<file path="config.mk">
export PLATFORM = sky130hd
export DESIGN_NAME = evm_multi_ctrl
export DESIGN_NICKNAME = d
export VERILOG_FILES = /design/src/rtl/evm_multi_ctrl.sv
export SDC_FILE = /design/constraint.sdc
export NUM_CORES = 1
export LEC_CHECK = 0
export CAP_MARGIN = 25
export CORE_MARGIN = 8
export CORE_UTILIZATION = 57
export CTS_CLUSTER_SIZE = 40
export DETAILED_ROUTE_END_ITERATION = 10
export GPL_TIMING_DRIVEN = 0
export HOLD_SLACK_MARGIN = 0.03
export PLACE_DENSITY = 0.87
export SYNTH_ARGS = -nofsm -noshare
export SYNTH_HDL_FRONTEND = slang
export SYNTH_SLANG_ARGS = --single-unit
</file>
<file path="constraint.sdc">
create_clock -name clk -period 8 [get_ports clk]
set_input_delay 1.2 -clock clk [delete_from_list [all_inputs] [get_ports clk]]
set_output_delay 1.2 -clock clk [all_outputs]
set_load 0.005 [all_outputs]
</file>
<file path="src/rtl/evm_multi_ctrl.sv">
// Parametrised voting machine core: edge-detected ballots, saturating tallies, keyed result release.
// Optional wrong-key lockout is compiled in with `define KEY_LOCKOUT_EN.
module evm_multi_ctrl #(
    parameter int              N_CAND     = 4,
    parameter int              CNT_W      = 8,
    parameter int              KEY_W      = 4,
    parameter logic [KEY_W-1:0] PASSKEY   = 4'b1010,
    parameter int              ACK_CYCLES = 4,
    parameter int              MAX_TRIES  = 3
) (
    input  logic                      clk,
    input  logic                      rst_n,
    input  logic                      ballot_arm,
    input  logic                      poll_close,
    input  logic [N_CAND-1:0]         button,
    input  logic [KEY_W-1:0]          passkey,
    input  logic                      result_enable,
    output logic [N_CAND*CNT_W-1:0]   count_out,
    output logic [N_CAND-1:0]         led,
    output logic                      ballot_ready,
    output logic                      vote_err,
    output logic                      sat_flag,
    output logic                      results_valid,
    output logic [$clog2(N_CAND)-1:0] winner_idx,
    output logic                      tie,
    output logic                      key_locked
);
    localparam int IDX_W = $clog2(N_CAND);
    localparam int PC_W  = $clog2(N_CAND + 1);
    localparam int TMR_W = (ACK_CYCLES > 1) ? $clog2(ACK_CYCLES) : 1;
    localparam logic [CNT_W-1:0] CNT_MAX = '1;

    typedef enum logic [1:0] {S_IDLE, S_ARMED, S_ACK, S_CLOSED} state_t;

    state_t            state, state_nx;
    logic [N_CAND-1:0] button_q, press;
    logic [CNT_W-1:0]  tally [N_CAND];
    logic [TMR_W-1:0]  timer;
    logic [PC_W-1:0]   n_press, n_max;
    logic [IDX_W-1:0]  vote_idx, best_idx;
    logic [CNT_W-1:0]  best;
    logic              vote_ok, vote_multi, release_c;

    assign press        = button & ~button_q;
    assign ballot_ready = (state == S_ARMED);

    always_comb begin
        n_press  = '0;
        vote_idx = '0;
        for (int i = 0; i < N_CAND; i++) begin
            if (press[i]) begin
                n_press  = n_press + 1'b1;
                vote_idx = IDX_W'(i);
            end
        end
    end

    always_ff @(posedge clk or negedge rst_n) begin
        if (!rst_n) state <= S_IDLE;
        else        state <= state_nx;
    end

    // poll_close pre-empts everything, including a press landing on the same edge
    always_comb begin
        state_nx   = state;
        vote_ok    = 1'b0;
        vote_multi = 1'b0;
        if (poll_close) begin
            state_nx = S_CLOSED;
        end else begin
            case (state)
                S_IDLE:  if (ballot_arm) state_nx = S_ARMED;
                S_ARMED: begin
                    if (n_press == PC_W'(1)) begin
                        vote_ok  = 1'b1;
                        state_nx = S_ACK;
                    end else if (n_press > PC_W'(1)) begin
                        vote_multi = 1'b1;
                    end
                end
                S_ACK:    if (timer == '0) state_nx = S_IDLE;
                S_CLOSED: state_nx = S_CLOSED;
                default:  state_nx = S_IDLE;
            endcase
        end
    end

    always_ff @(posedge clk or negedge rst_n) begin
        if (!rst_n) begin
            button_q <= '0;
            led      <= '0;
            timer    <= '0;
            vote_err <= 1'b0;
            sat_flag <= 1'b0;
            for (int i = 0; i < N_CAND; i++) tally[i] <= '0;
        end else begin
            button_q <= button;
            vote_err <= vote_multi;
            if (vote_ok) begin
                if (tally[vote_idx] == CNT_MAX) sat_flag <= 1'b1;
                else                            tally[vote_idx] <= tally[vote_idx] + 1'b1;
                led   <= N_CAND'(1) << vote_idx;
                timer <= TMR_W'(ACK_CYCLES - 1);
            end else if (state_nx != S_ACK) begin
                led <= '0;
            end else if (timer != '0) begin
                timer <= timer - 1'b1;
            end
        end
    end

    // Leader search: strict '>' keeps the lowest index on equal tallies
    always_comb begin
        best     = '0;
        best_idx = '0;
        n_max    = '0;
        for (int i = 0; i < N_CAND; i++) begin
            if (tally[i] > best) begin
                best     = tally[i];
                best_idx = IDX_W'(i);
            end
        end
        for (int i = 0; i < N_CAND; i++) begin
            if (tally[i] == best) n_max = n_max + 1'b1;
        end
    end

    assign release_c = (state == S_CLOSED) && result_enable &&
                       (passkey == PASSKEY) && !key_locked;

    always_ff @(posedge clk or negedge rst_n) begin
        if (!rst_n) begin
            results_valid <= 1'b0;
            winner_idx    <= '0;
            tie           <= 1'b0;
        end else begin
            results_valid <= release_c;
            winner_idx    <= release_c ? best_idx : '0;
            tie           <= release_c && (n_max >= PC_W'(2));
        end
    end

    always_comb begin
        count_out = '0;
        for (int i = 0; i < N_CAND; i++) begin
            count_out[i*CNT_W +: CNT_W] = results_valid ? tally[i] : '0;
        end
    end

`ifdef KEY_LOCKOUT_EN
    localparam int FC_W = $clog2(MAX_TRIES + 1);
    logic [FC_W-1:0] fail_cnt;
    logic            re_q;

    always_ff @(posedge clk or negedge rst_n) begin
        if (!rst_n) begin
            fail_cnt   <= '0;
            re_q       <= 1'b0;
            key_locked <= 1'b0;
        end else begin
            re_q <= result_enable;
            if (state == S_CLOSED && result_enable && !re_q &&
                passkey != PASSKEY && !key_locked) begin
                fail_cnt <= fail_cnt + 1'b1;
                if (fail_cnt == FC_W'(MAX_TRIES - 1)) key_locked <= 1'b1;
            end
        end
    end
`else
    // Always 0: MAX_TRIES only has meaning when the lockout is built in
    assign key_locked = (MAX_TRIES < 0);
`endif

endmodule

</file>
==> summary.txt, run 1 <==
Layout
  • Post-layout util: 69.2%
  • Area of the multi-input gates: 3040 sq um
  • Fill count: 627
  • Layout cells sized above 1: 13.5%
  • Syn-to-layout area delta: 16.8%
  • Antenna diodes: 0
  • Layout Nets: 609
  • Storage cell area: 1250 sq um

Die
  • Die W: 106 um
  • Core ar.: 7770 sq um
  • Die area: 11200 sq um
  • Starting Density: 59.2%
  • Chip height: 106 um
  • Row count: 32
  • Boundary Pins: 57

Pwr
  • P per Cell Area: 121 nW/um^2
  • P_leak: 2.31 nW
  • Sw Pwr: 0.000225 W
  • P_int: 0.000424 W
  • Switching Share: 34.7%
  • Peak supply drop: 0.000128 V
  • Logic pwr share: 33.8%
  • Clk pwr share: 23.0%
  • Reg power frac: 43.3%

Detailed routing
  • Post-route antenna net violation count: 0
  • Metal3 WL: 969 um
  • Vias per cell: 6.13
  • Wl on met1: 5460 um
  • Routed vias: 4089
  • Met2 WL: 6760 um
  • Drt first pass iters: 5
  • Drt first-iter violations: 239
  • Final wirelength: 13900 um
  • Highest metal used: met4
  • Wirelength per Cell: 20.9 um
  • DRC viols: 0

Global route
  • Initial antenna violation count: 0
  • First-pass GRT wire length: 22300 um
  • Global Route Usage Sum: 24.9%
  • Pin count of the biggest net entering global routing: 31
  • Vias in the first global route: 4327
  • GRT overflow: 0

STA
  • F_max: 0.135 GHz
  • RSZ-0062 raised after global routing: no
  • Fin crit share: 92.8%
  • Final setup fails: 0
  • Skew final: 11.9 ps
  • Setup TNS: 0 ps
  • Worst Max-Slew Pin Slew: 632 ps
  • Slew Viols, Final: 0
  • Relative slew slack: 57.9%
  • Hold Vio Cnt, Final: 0
  • Final min period: 7430 ps

Synth
  • Mean Syn Cell Area: 9.09 sq um
  • Mapped Nets: 551
  • Synthesized flop and latch total: 50
  • Synth top area share: 27.2%
  • Post-synth ARST share: 100%
  • Top cells by count, synth: dfrtp_1 (50), xnor2_1 (45), and2_1 (41), nand2_1 (37), ha_1 (32)
  • Area contributors post-synth: dfrtp_1 (27%), ha_1 (8.7%), xnor2_1 (8.6%)
  • Cell taking the most area after synthesis: dfrtp_1
  • Post-synth EDFFs: 0
  • Predominant post-synthesis flop cell: dfrtp_1
  • Netlist cell types: 76
  • Syn Inst Count: 506
  • Register area share after synthesis: 27.2%
  • Count leader, synth: dfrtp_1
  • Post-synthesis cell area: 4600 sq um
  • Yosys warning count: 0

Clocking
  • Clock sink total: 50
  • H-tree depth: 2
  • Setup Buffers After CTS: 0
  • Max Root-Sink Buffers: 2
  • CTS root buf: clkbuf_8
  • CTS tree: done
  • CTS Buf Count: 5
  • Clk Latency, worst-skew pair: 310 ps
  • Reg clk slew, reported paths: 100 ps

Critical path
  • Worst path most repeated cell: ha_1
  • Critical path startpoint category: flop
  • CP max FO: 10
  • Delay of the slowest cell on the worst path: 380 ps
  • Slowest CP cell: nand2b_1
  • Critical path class: flop to flop
  • CP endpoint kind: flop
  • Worst EP required: 8180 ps
  • Crit path DAT: 7600 ps

Place
  • Port bufs: 55
  • Placed wire-length estimate after detailed placement: 10800 um
  • Gpl congestion: 0.984

Status
  • Outcome: finished clean

Flow run
  • Max-Cap Viols: 0

Min path
  • Min-Delay Path Class: flop to flop
==> per-layer routing <==
layer / vias to the layer above / track usage [%]
li1: 1886 / -
met1: 1949 / 29.6
met2: 189 / 41.9
met3: 65 / 4.63
met4: 0 / 13.2
met5: - / 0
==> critical path, delay by kind of cell (launching register included) <==
family                   cells  cell delay (ps)
AO/OA/AOI/OAI                5             1130
XOR/XNOR                     2              220
adder cells (fa/ha/maj)      5             1430
buffers and inverters        7             1210
flip-flops                   1              330
multiplexers                 2              360
AND/OR/NAND/NOR             12             2600
==> stage by stage <==
step	instance area (sq um)	setup slack [ps]	power [W]	hold slack [ps]	instances
6_report	5380	574	0.000648	499	667
5_1_grt	5380	22.8	0.000682	530	667
4_1_cts	5380	371	0.000647	497	672
3_5_place_dp	5300	416	0.000501	473	664
3_3_place_gp	5280	449	0.000491	464	663
2_1_floorplan	4600	1380	0.000441	460	506
==> final timing paths <==
path                                        from                    end  slack, ps  cells after the start
setup / recovery           tally[31]$_DFFE_PN0P_          tie$_DFF_PN0_        570                     33
hold / removal                led[2]$_DFFE_PN0P_     led[2]$_DFFE_PN0P_        500                      2
setup reg to reg           tally[31]$_DFFE_PN0P_          tie$_DFF_PN0_        570                     33
hold reg to reg               led[2]$_DFFE_PN0P_     led[2]$_DFFE_PN0P_        500                      2
max in group asynchronous                  rst_n  tally[26]$_DFFE_PN0P_       6600                      2
min in group asynchronous                  rst_n  tally[16]$_DFFE_PN0P_        870                      1
==> repair_timing <==
item / 4_1_cts / 5_1_grt
resized for setup: 0 / 3
setup endpoints to repair: 0 / 1
hold buffers: 0 / 0
==> area by class of cell <==
| class | instances | area share (%) |
|---|---|---|
| flip-flops and latches | 50 | 23.3 |
| plain buffers | 31 | 3.54 |
| well taps | 102 | 2.37 |
| inverters | 30 | 2.09 |
| clock buffers | 5 | 1.28 |
| multi-input cells | 390 | 56.6 |
| repair buffers | 56 | 10.5 |
| clock inverters | 3 | 0.349 |
==> placed cells by master, fill, tap and decap left out, types with 5 or more instances in the layout <==
cell type / n
xor2_1: 7
a21oi_1: 16
o211ai_1: 10
xnor2_1: 45
clkbuf_8: 5
nand4_1: 12
clkdlybuf4s50_1: 54
buf_4: 7
o21ai_0: 15
nand2b_1: 11
o22ai_1: 8
inv_1: 29
nor3_1: 8
clkbuf_1: 15
mux2_2: 7
nor2_1: 21
nand2_1: 37
nand3_1: 15
mux2_4: 8
ha_1: 32
dfrtp_1: 50
and2_1: 41
nor2b_1: 7
==> flip-flops by register name, summed over array words and instances (netlist names) <==
signal,count
results_valid,1
winner_idx,2
state,2
sat_flag,1
led,4
tie,1
button_q,4
tally,32
timer,2
vote_err,1
==> logic make-up (layout without fill, tap and decap cells) <==
group	Yosys count	after routing	share of synthesized area (%)
other	1	1	0.0815
XOR/XNOR	53	53	10.3
flip-flops	50	50	27.2
adder cells (fa/ha/maj)	32	32	8.70
multiplexers	26	26	7.83
AND/OR/NAND/NOR	180	180	22.8
AO/OA/AOI/OAI	98	98	16.2
buffers and inverters	66	125	6.99
==> power groups by stage <==
stage                     combinational [W]  sequential, W  clock [W]
after floorplan                    0.000165       0.000277          0
after global placement             0.000209       0.000282          0
after detailed placement           0.000219       0.000282          0
after CTS                          0.000220       0.000277   0.000150
after global routing               0.000241       0.000281   0.000160
final                              0.000219       0.000281   0.000149
Note: power is estimated with default switching activity, not from simulation.
==> inputs of run 2 (changes only) <==
CORE_MARGIN = unset   (was 8)
==> summary.txt, run 2 (synthesis results as in run 1) <==
Status
  • Outcome: finished clean (unchanged)

STA
  • Slew Viols, Final: 0 (unchanged)
  • Final setup fails: 0 (unchanged)
  • Worst Max-Slew Pin Slew: 636 ps (was 632 ps)
  • Final min period: 7480 ps (was 7430 ps)
  • F_max: 0.134 GHz (was 0.135 GHz)
  • Relative slew slack: 57.6% (was 57.9%)
  • Setup TNS: 0 ps (unchanged)
  • RSZ-0062 raised after global routing: no (unchanged)
  • Skew final: 13.4 ps (was 11.9 ps)
  • Fin crit share: 93.5% (was 92.8%)
  • Hold Vio Cnt, Final: 0 (unchanged)

Die
  • Core ar.: 7770 sq um (unchanged)
  • Row count: 32 (unchanged)
  • Boundary Pins: 57 (unchanged)
  • Die area: 8440 sq um (was 11200 sq um)
  • Chip height: 91.9 um (was 106 um)
  • Die W: 91.9 um (was 106 um)
  • Starting Density: 59.2% (unchanged)

Critical path
  • Bufs and invs on worst path: 7 (unchanged)
  • FF-to-FF setup slack: 520 ps (was 570 ps)
  • Critical R2R Capture: tie$_DFF_PN0_ (unchanged)
  • Worst EP required: 8190 ps (was 8180 ps)
  • Delay of the slowest cell on the worst path: 580 ps (was 380 ps)
  • Worst path most repeated cell: ha_1 (unchanged)
  • Crit path DAT: 7680 ps (was 7600 ps)
  • Critical path class: flop to flop (unchanged)
  • Critical path startpoint category: flop (unchanged)
  • Slowest CP cell: dfrtp_1 (was nand2b_1)
  • Delay-heaviest family, CP: simple AND/OR/NAND/NOR gates (unchanged)
  • Origin of the critical flop-to-flop path: tally[25]$_DFFE_PN0P_ (was tally[31]$_DFFE_PN0P_)
  • Register-to-Register Path Depth: 33 (unchanged)
  • CP max FO: 10 (unchanged)
  • CP endpoint kind: flop (unchanged)

Min path
  • Worst Hold Depth: 2 (unchanged)
  • Min-Delay Path Class: flop to flop (unchanged)
  • Min-Delay Startpoint: sat_flag$_DFFE_PN0P_ (was led[2]$_DFFE_PN0P_)
  • Hold Crit Endpoint: sat_flag$_DFFE_PN0P_ (was led[2]$_DFFE_PN0P_)

Detailed routing
  • Vias per cell: 6.05 (was 6.13)
  • Drt first-iter violations: 305 (was 239)
  • Wirelength per Cell: 19.9 um (was 20.9 um)
  • Routed vias: 4033 (was 4089)
  • Post-route antenna net violation count: 0 (unchanged)
  • Drt first pass iters: 5 (unchanged)
  • DRC viols: 0 (unchanged)
  • Final wirelength: 13200 um (was 13900 um)

Global route
  • Pin count of the biggest net entering global routing: 42 (was 31)
  • Vias in the first global route: 4069 (was 4327)
  • Initial antenna violation count: 0 (unchanged)
  • Global Route Usage Sum: 32.9% (was 24.9%)
  • GRT overflow: 0 (unchanged)
  • First-pass GRT wire length: 21100 um (was 22300 um)

Layout
  • Antenna diodes: 0 (unchanged)
  • Post-layout util: 69.3% (was 69.2%)
  • Layout Nets: 609 (unchanged)
  • Largest reg by FF count: tally (unchanged)
  • Syn-to-layout area delta: 17.0% (was 16.8%)
  • Commonest cells after routing, fill and taps aside: clkdlybuf4s50_1 (54), dfrtp_1 (50), xnor2_1 (45) (unchanged)
  • Largest register FFs: 32 (unchanged)
  • Commonest non-fill, non-tap cell in the layout: clkdlybuf4s50_1 (unchanged)
  • Largest registers: tally x32, button_q x4, led x4 (unchanged)
  • Layout cells sized above 1: 13.5% (unchanged)

Clocking
  • Clock sink total: 50 (unchanged)
  • Max Root-Sink Buffers: 2 (unchanged)
  • Clk Latency, worst-skew pair: 320 ps (was 310 ps)
  • Reg clk slew, reported paths: 100 ps (about the same)
  • CTS Buf Count: 5 (unchanged)
  • CTS root buf: clkbuf_8 (unchanged)
  • CTS tree: done (unchanged)
  • H-tree depth: 2 (unchanged)

Place
  • Port bufs: 55 (unchanged)
  • Gpl congestion: 1.02 (was 0.984)
  • Placed wire-length estimate after detailed placement: 9980 um (was 10800 um)

Pwr
  • Logic pwr share: 33.3% (was 33.8%)
  • P_int: 0.000426 W (was 0.000424 W)
  • Reg power frac: 42.8% (was 43.3%)
  • P_leak: 2.31 nW (about the same)
  • Clk pwr share: 24.0% (was 23.0%)
  • Switching Share: 35.2% (was 34.7%)
  • Sw Pwr: 0.000231 W (was 0.000225 W)
  • Peak supply drop: 0.000116 V (was 0.000128 V)
  • P per Cell Area: 122 nW/um^2 (was 121 nW/um^2)

Flow run
  • Max-Cap Viols: 0 (unchanged)
==> run 2: changes by cell type in the layout (fill, tap and decap cells not counted), sizes merged <==
cell	before	now
clkinv	2	1
inv	31	32
==> run 2: what timing repair did <==
action                     in CTS  in global routing
hold buffers                    0                  0
gates resized for setup         0                  3
setup endpoints to repair       0                  1
setup buffers                   0                  0
==> run 2: power groups by stage <==
stage / sequential, W / clock [W] / combinational, W
after floorplan: 0.000277 / 0 / 0.000165
after detailed placement: 0.000282 / 0 / 0.000218
after global routing: 0.000281 / 0.000169 / 0.000241
after CTS: 0.000277 / 0.000159 / 0.000220
after global placement: 0.000281 / 0 / 0.000207
final: 0.000281 / 0.000157 / 0.000219
==> run 2: worst min-delay path, delay by kind of cell (launching register included) <==
kind / cells / cell delay (ps)
AO/OA/AOI/OAI: 1 / 50
flip-flops: 1 / 370
buffers and inverters: 1 / 40
==> run 2: worst max path at each step <==
stage,endpoint,slack (ps),cells past startpoint,start
CTS,tie$_DFF_PN0_,300,33,tally[25]$_DFFE_PN0P_
detailed placement,tie$_DFF_PN0_,370,33,tally[25]$_DFFE_PN0P_
finish,tie$_DFF_PN0_,520,33,tally[25]$_DFFE_PN0P_
floorplan,tie$_DFF_PN0_,1380,33,tally[25]$_DFFE_PN0P_
global placement,tie$_DFF_PN0_,570,33,tally[30]$_DFFE_PN0P_
global route,tie$_DFF_PN0_,60,33,tally[25]$_DFFE_PN0P_
==> run 2: stage by stage <==
stage / setup slack (ps) / total power [W] / hold slack [ps] / cells / cell area (sq um)
final: 517 / 0.000657 / 497 / 667 / 5380
after CTS: 295 / 0.000656 / 501 / 672 / 5390
after detailed placement: 368 / 0.000500 / 467 / 664 / 5300
after global routing: 62.0 / 0.000691 / 524 / 667 / 5380
after floorplan: 1380 / 0.000441 / 460 / 506 / 4600
after global placement: 565 / 0.000489 / 464 / 663 / 5280
==> run 2: layout make-up <==
cell class | count | area, sq um
Clock buffer | 5 | 68.8
Inverter | 30 | 113
Clock inverter | 3 | 26.3
Tap cell | 102 | 128
Buffer | 31 | 190
Multi-Input combinational cell | 390 | 3040
Timing Repair Buffer | 56 | 566
Sequential cell | 50 | 1250
Fill cell | 614 | 2380
==> run 2: layer usage <==
layer | share of wire [%] | track usage [%] | up-vias
li1 | - | - | 1885
met1 | 40 | 41.2 | 1896
met2 | 47 | 53.4 | 197
met3 | 8.4 | 6.38 | 55
met4 | 4.7 | 17.7 | 0
met5 | 0 | 0 | -
==> RTL change 1 (settings of run 2) <==
The parameter `CNT_W` goes from 8 to 10.
--- a/src/rtl/evm_multi_ctrl.sv
+++ b/src/rtl/evm_multi_ctrl.sv
@@ -2,7 +2,7 @@
 // Optional wrong-key lockout is compiled in with `define KEY_LOCKOUT_EN.
 module evm_multi_ctrl #(
     parameter int              N_CAND     = 4,
-    parameter int              CNT_W      = 8,
+    parameter int              CNT_W      = 10,
     parameter int              KEY_W      = 4,
     parameter logic [KEY_W-1:0] PASSKEY   = 4'b1010,
     parameter int              ACK_CYCLES = 4,
Interface: changed (resized count_out); port bits go from 57 to 65. No check against the original RTL was run, so the function may have changed too.
==> RTL change 1 against run 2 <==
  * Count of clock-buffer cells in the layout rose by 6
  * Critical path depth did not move
  * Sequential cell count rose by 8
  * Setup slack got worse by 0.36 ns
  * Non-clock buffer count rose by 25
  * Routed wire length rose by 29%
  * Final area rose by 21%
  * Area after synthesis rose by 12%
Power is not compared: it rests on default switching activity, and its combinational part moved more than twofold at a synthesized area within 25%.
==> RTL change 1: results (changes against run 2) <==
metric,value,unit,change
status,"complete, no violations",,
ys_top_cells_by_count,"dfrtp_1, and2_1, inv_1, ha_1, mux2_2",,
drt-total-wl,17130,um,+29%
portBuffers,63,,+15%
htreeDepth,3,,+1
yosysTopAreaCellShare,28.12,%,+0.93 points
fin_hold_ws,0.4852,ns,-0.01169 ns
synthMuxAreaShare,10.64,%,+2.8 points
gp_congestion,0.9666,,-4.9%
p_int,1.133,mW,
cts_buffers,9,,+4
skew,0.004870,ns,-0.008571 ns
syn-num-nets,615,,+12%
hold_depth,1,,-1
drtIter0Drc,374,,+23%
seq_area_frac_synth,28.12,%,+0.93 points
grt_max_degree,31,,-26%
async_flop_share,100.0,%,unchanged
grt.total_usage,35.82,%,+2.9 points
cpPeakStageDelay,0.57,ns,
biggestRegsByFlops,"tally x40, button_q x4, led x4",,
yosysUniqueCellTypes,71,,-6.6%
drive_gt1_share,21.61,%,+8.2 points
r2r_setup_slack,0.15,ns,-0.36 ns
leakage,2.862,nW,
synth_compound_area_share,16.68,%,+0.53 points
placed_area,0.005942,mm2,+12%
relSlewSlack,42.65,%,-15 points
fill_cells,630,,+2.6%
rr_worst_depth,33,,unchanged
final_nets,718,,+18%
viasPerCell,6.511,,+7.7%
clkLatencyLatePin,0.34,ns,+0.02 ns
grt_pass1_wl,26120,um,+24%
synth_fa_ha_area_share,9.212,%,+0.51 points
dieArea,0.009439,mm2,+12%
critPathSlowestCell,or4_1,,
synthXorXnorAreaFrac,8.824,%,-1.4 points
cts.clk_slew.worst_paths,0.07,ns,-0.03 ns
syn_to_final_growth,26.57,%,
-- RTL change 1: worst max-delay path by stage --
stage	endpoint	slack, ns	cells past startpoint	from
6_report	tie	0.15	33	tally[39]
5_1_grt	tie	-0.09	33	tally[37]
4_1_cts	tie	0.005	32	tally[38]
3_5_place_dp	tie	-0.42	32	tally[39]
3_3_place_gp	tie	-0.35	32	tally[38]
2_1_floorplan	tie	0.82	32	tally[39]
-- RTL change 1: power groups by stage --
stage	Combinational, mW	Clock (mW)	Sequential, mW
2_1_floorplan	0.895	0	0.325
3_3_place_gp	1.14	0	0.333
5_1_grt	1.52	0.317	0.330
6_report	1.42	0.306	0.329
3_5_place_dp	1.16	0	0.334
4_1_cts	1.20	0.309	0.328
-- RTL change 1: cell families after synthesis --
group                    after synthesis
buffers and inverters                 60
other                                  1
AO/OA/AOI/OAI                        110
flip-flops                            58
multiplexers                          48
AND/OR/NAND/NOR                      197
adder cells (fa/ha/maj)               38
XOR/XNOR                              52
-- RTL change 1: layer usage --
metal | part of all wire, % | GRT usage [%] | vias up | wire length (um)
li1 | - | - | 2255 | -
met1 | 38 | 44.78 | 2425 | 6537
met4 | 5.8 | 20.67 | 0 | 993
met5 | 0 | 0 | - | 0
met2 | 48 | 58.67 | 297 | 8191
met3 | 8.2 | 5.755 | 95 | 1407
-- RTL change 1: area by class of cell --
cell class,instances,area [um2],share of cell area (%)
multi-input cells,446,3567,54.61
flip-flops and latches,58,1469,22.49
repair buffers,92,868.3,13.29
clock buffers,11,151.4,2.318
inverters,40,150.1,2.298
well taps,108,135.1,2.069
plain buffers,20,116.4,1.781
clock inverters,4,75.07,1.149
-- RTL change 1: worst reg2reg max path: cells and delay by family (launching register included) --
family,cells,cell delay (ns)
AO/OA/AOI/OAI,8,1.70
XOR/XNOR,1,0.13
adder cells (fa/ha/maj),5,1.44
buffers and inverters,7,0.87
flip-flops,1,0.46
multiplexers,2,0.51
AND/OR/NAND/NOR,10,2.63
-- RTL change 1: timing repair --
action / 4_1_cts / 5_1_grt
hold buffers: 0 / 0
buffers inserted: 5 / 23
pin swaps: 4 / 16
setup endpoints to repair: 1 / 1
gates resized for setup: 11 / 37
-- RTL change 1: metrics by stage --
stage | worst slack, ns | std cells
CTS | 0.004936 | 756
global placement | -0.3461 | 735
finish | 0.1535 | 779
floorplan | 0.8207 | 564
detailed placement | -0.4157 | 736
global route | -0.08989 | 779
==> RTL change 2 (flow settings as in run 2) <==
Made on the original files. Register the input `button` before use, without a reset. The logic sees it one clock later. The other inputs are not delayed to match.
--- a/src/rtl/evm_multi_ctrl.sv
+++ b/src/rtl/evm_multi_ctrl.sv
@@ -32,6 +32,12 @@
 
     typedef enum logic [1:0] {S_IDLE, S_ARMED, S_ACK, S_CLOSED} state_t;
 
+    logic [N_CAND-1:0] button_r;
+
+    always_ff @(posedge clk) begin
+        button_r <= button;
+    end
+
     state_t            state, state_nx;
     logic [N_CAND-1:0] button_q, press;
     logic [CNT_W-1:0]  tally [N_CAND];
@@ -41,7 +47,7 @@
     logic [CNT_W-1:0]  best;
     logic              vote_ok, vote_multi, release_c;
 
-    assign press        = button & ~button_q;
+    assign press        = button_r & ~button_q;
     assign ballot_ready = (state == S_ARMED);
 
     always_comb begin
@@ -94,7 +100,7 @@
             sat_flag <= 1'b0;
             for (int i = 0; i < N_CAND; i++) tally[i] <= '0;
         end else begin
-            button_q <= button;
+            button_q <= button_r;
             vote_err <= vote_multi;
             if (vote_ok) begin
                 if (tally[vote_idx] == CNT_MAX) sat_flag <= 1'b1;
Check against the original RTL: not equivalent (Yosys sat finds a counterexample within 4 cycles, from zero or initial values and one cycle with rst_n low).
==> RTL change 2 against run 2 <==
  * Final cell count decreased by 2.1%
  * Area after synthesis is 2.9% lower
  * Routed wire length down 0.66%
  * Setup slack worse by 0.041 ns
  * Final area down 2.2%
  * Sequential cell count up 4
  * First-iteration DRC count shrank 13%
Power is not compared: it rests on default switching activity, and its combinational part moved more than twofold at a synthesized area within 25%.
==> RTL change 2: results (changes against run 2) <==
metric,value,unit,change
tightest_slew,0.8420,ns,+0.2062 ns
path_delay_family,compound AO/OA/AOI/OAI gates,,
viasPerCell,6.247,,+3.3%
synthTopCellsByArea,"dfrtp_1, ha_1, xnor2_1",,
multiInputCombCellCount,378,,-3.1%
drt-total-wl,13160,um,-0.66%
avgSynthCellArea,9.079,um2,-0.17%
placed_area,0.005154,mm2,-2.7%
critPathArrivalTime,7.71,ns,+0.03 ns
drtIter0Drc,264,,-13%
drive_gt1_share,11.37,%,-2.1 points
cpPeakStageDelay,0.55,ns,-0.03 ns
syn_to_final_growth,17.84,%,
synthXorXnorAreaFrac,8.403,%,-1.8 points
status,"complete, no violations",,
synthMuxAreaShare,6.359,%,-1.5 points
signal_buffers,86,,-1.1%
ys_seq_elements,54,,+8.0%
gr-usage-met1,40.23,%,-1.0 points
rr_worst_depth,29,,-12%
async_flop_share,92.59,%,-7.4 points
yosysUniqueCellTypes,79,,+3.9%
portBuffers,54,,-1.8%
post-place-ws,0.4328,ns,+0.06506 ns
clkLatencyLatePin,0.30,ns,-0.02 ns
synth_compound_area_share,20.48,%,+4.3 points
clkbuf_count,6,,+1
synth_fa_ha_area_share,8.964,%,+0.26 points
grtUsageMet3,6.313,%,-0.072 points
ys_top_cells_by_count,"dfrtp_1, and2_1, ha_1, nor2_1",,
fill_cells,587,,-4.4%
grt_pass1_wl,21290,um,+1.0%
regArea,0.001331,mm2,+6.4%
inverters,28,,-6.7%
## RTL change 2: cell types whose count changed after synthesis, moves of 6 or more
cell     before  now
xnor2_1      45   28
nor2_1       21   32
a21oi_1      18   28
nand2_1      37   27
mux2_1        2   10
o22ai_1       8   16
mux2_2        7    0
nor3_1        8    1
buf_2         3    9
nand3_1      15    9
xor2_1        7   13
## RTL change 2: power breakdown
part           internal, mW  switching, mW  total, mW
Clock                0.0934         0.0870      0.180
Sequential            0.277        0.00331      0.281
Combinational        0.0326         0.0450     0.0776
Total                 0.403          0.135      0.539
## RTL change 2: per-stage QoR
| stage | power [mW] | hold slack (ns) |
|---|---|---|
| 6_report | 0.5387 | 0.3547 |
| 5_1_grt | 0.5575 | 0.3728 |
| 4_1_cts | 0.5383 | 0.3559 |
| 3_5_place_dp | 0.3629 | 0.3427 |
| 3_3_place_gp | 0.3580 | 0.3390 |
| 2_1_floorplan | 0.3349 | 0.3326 |
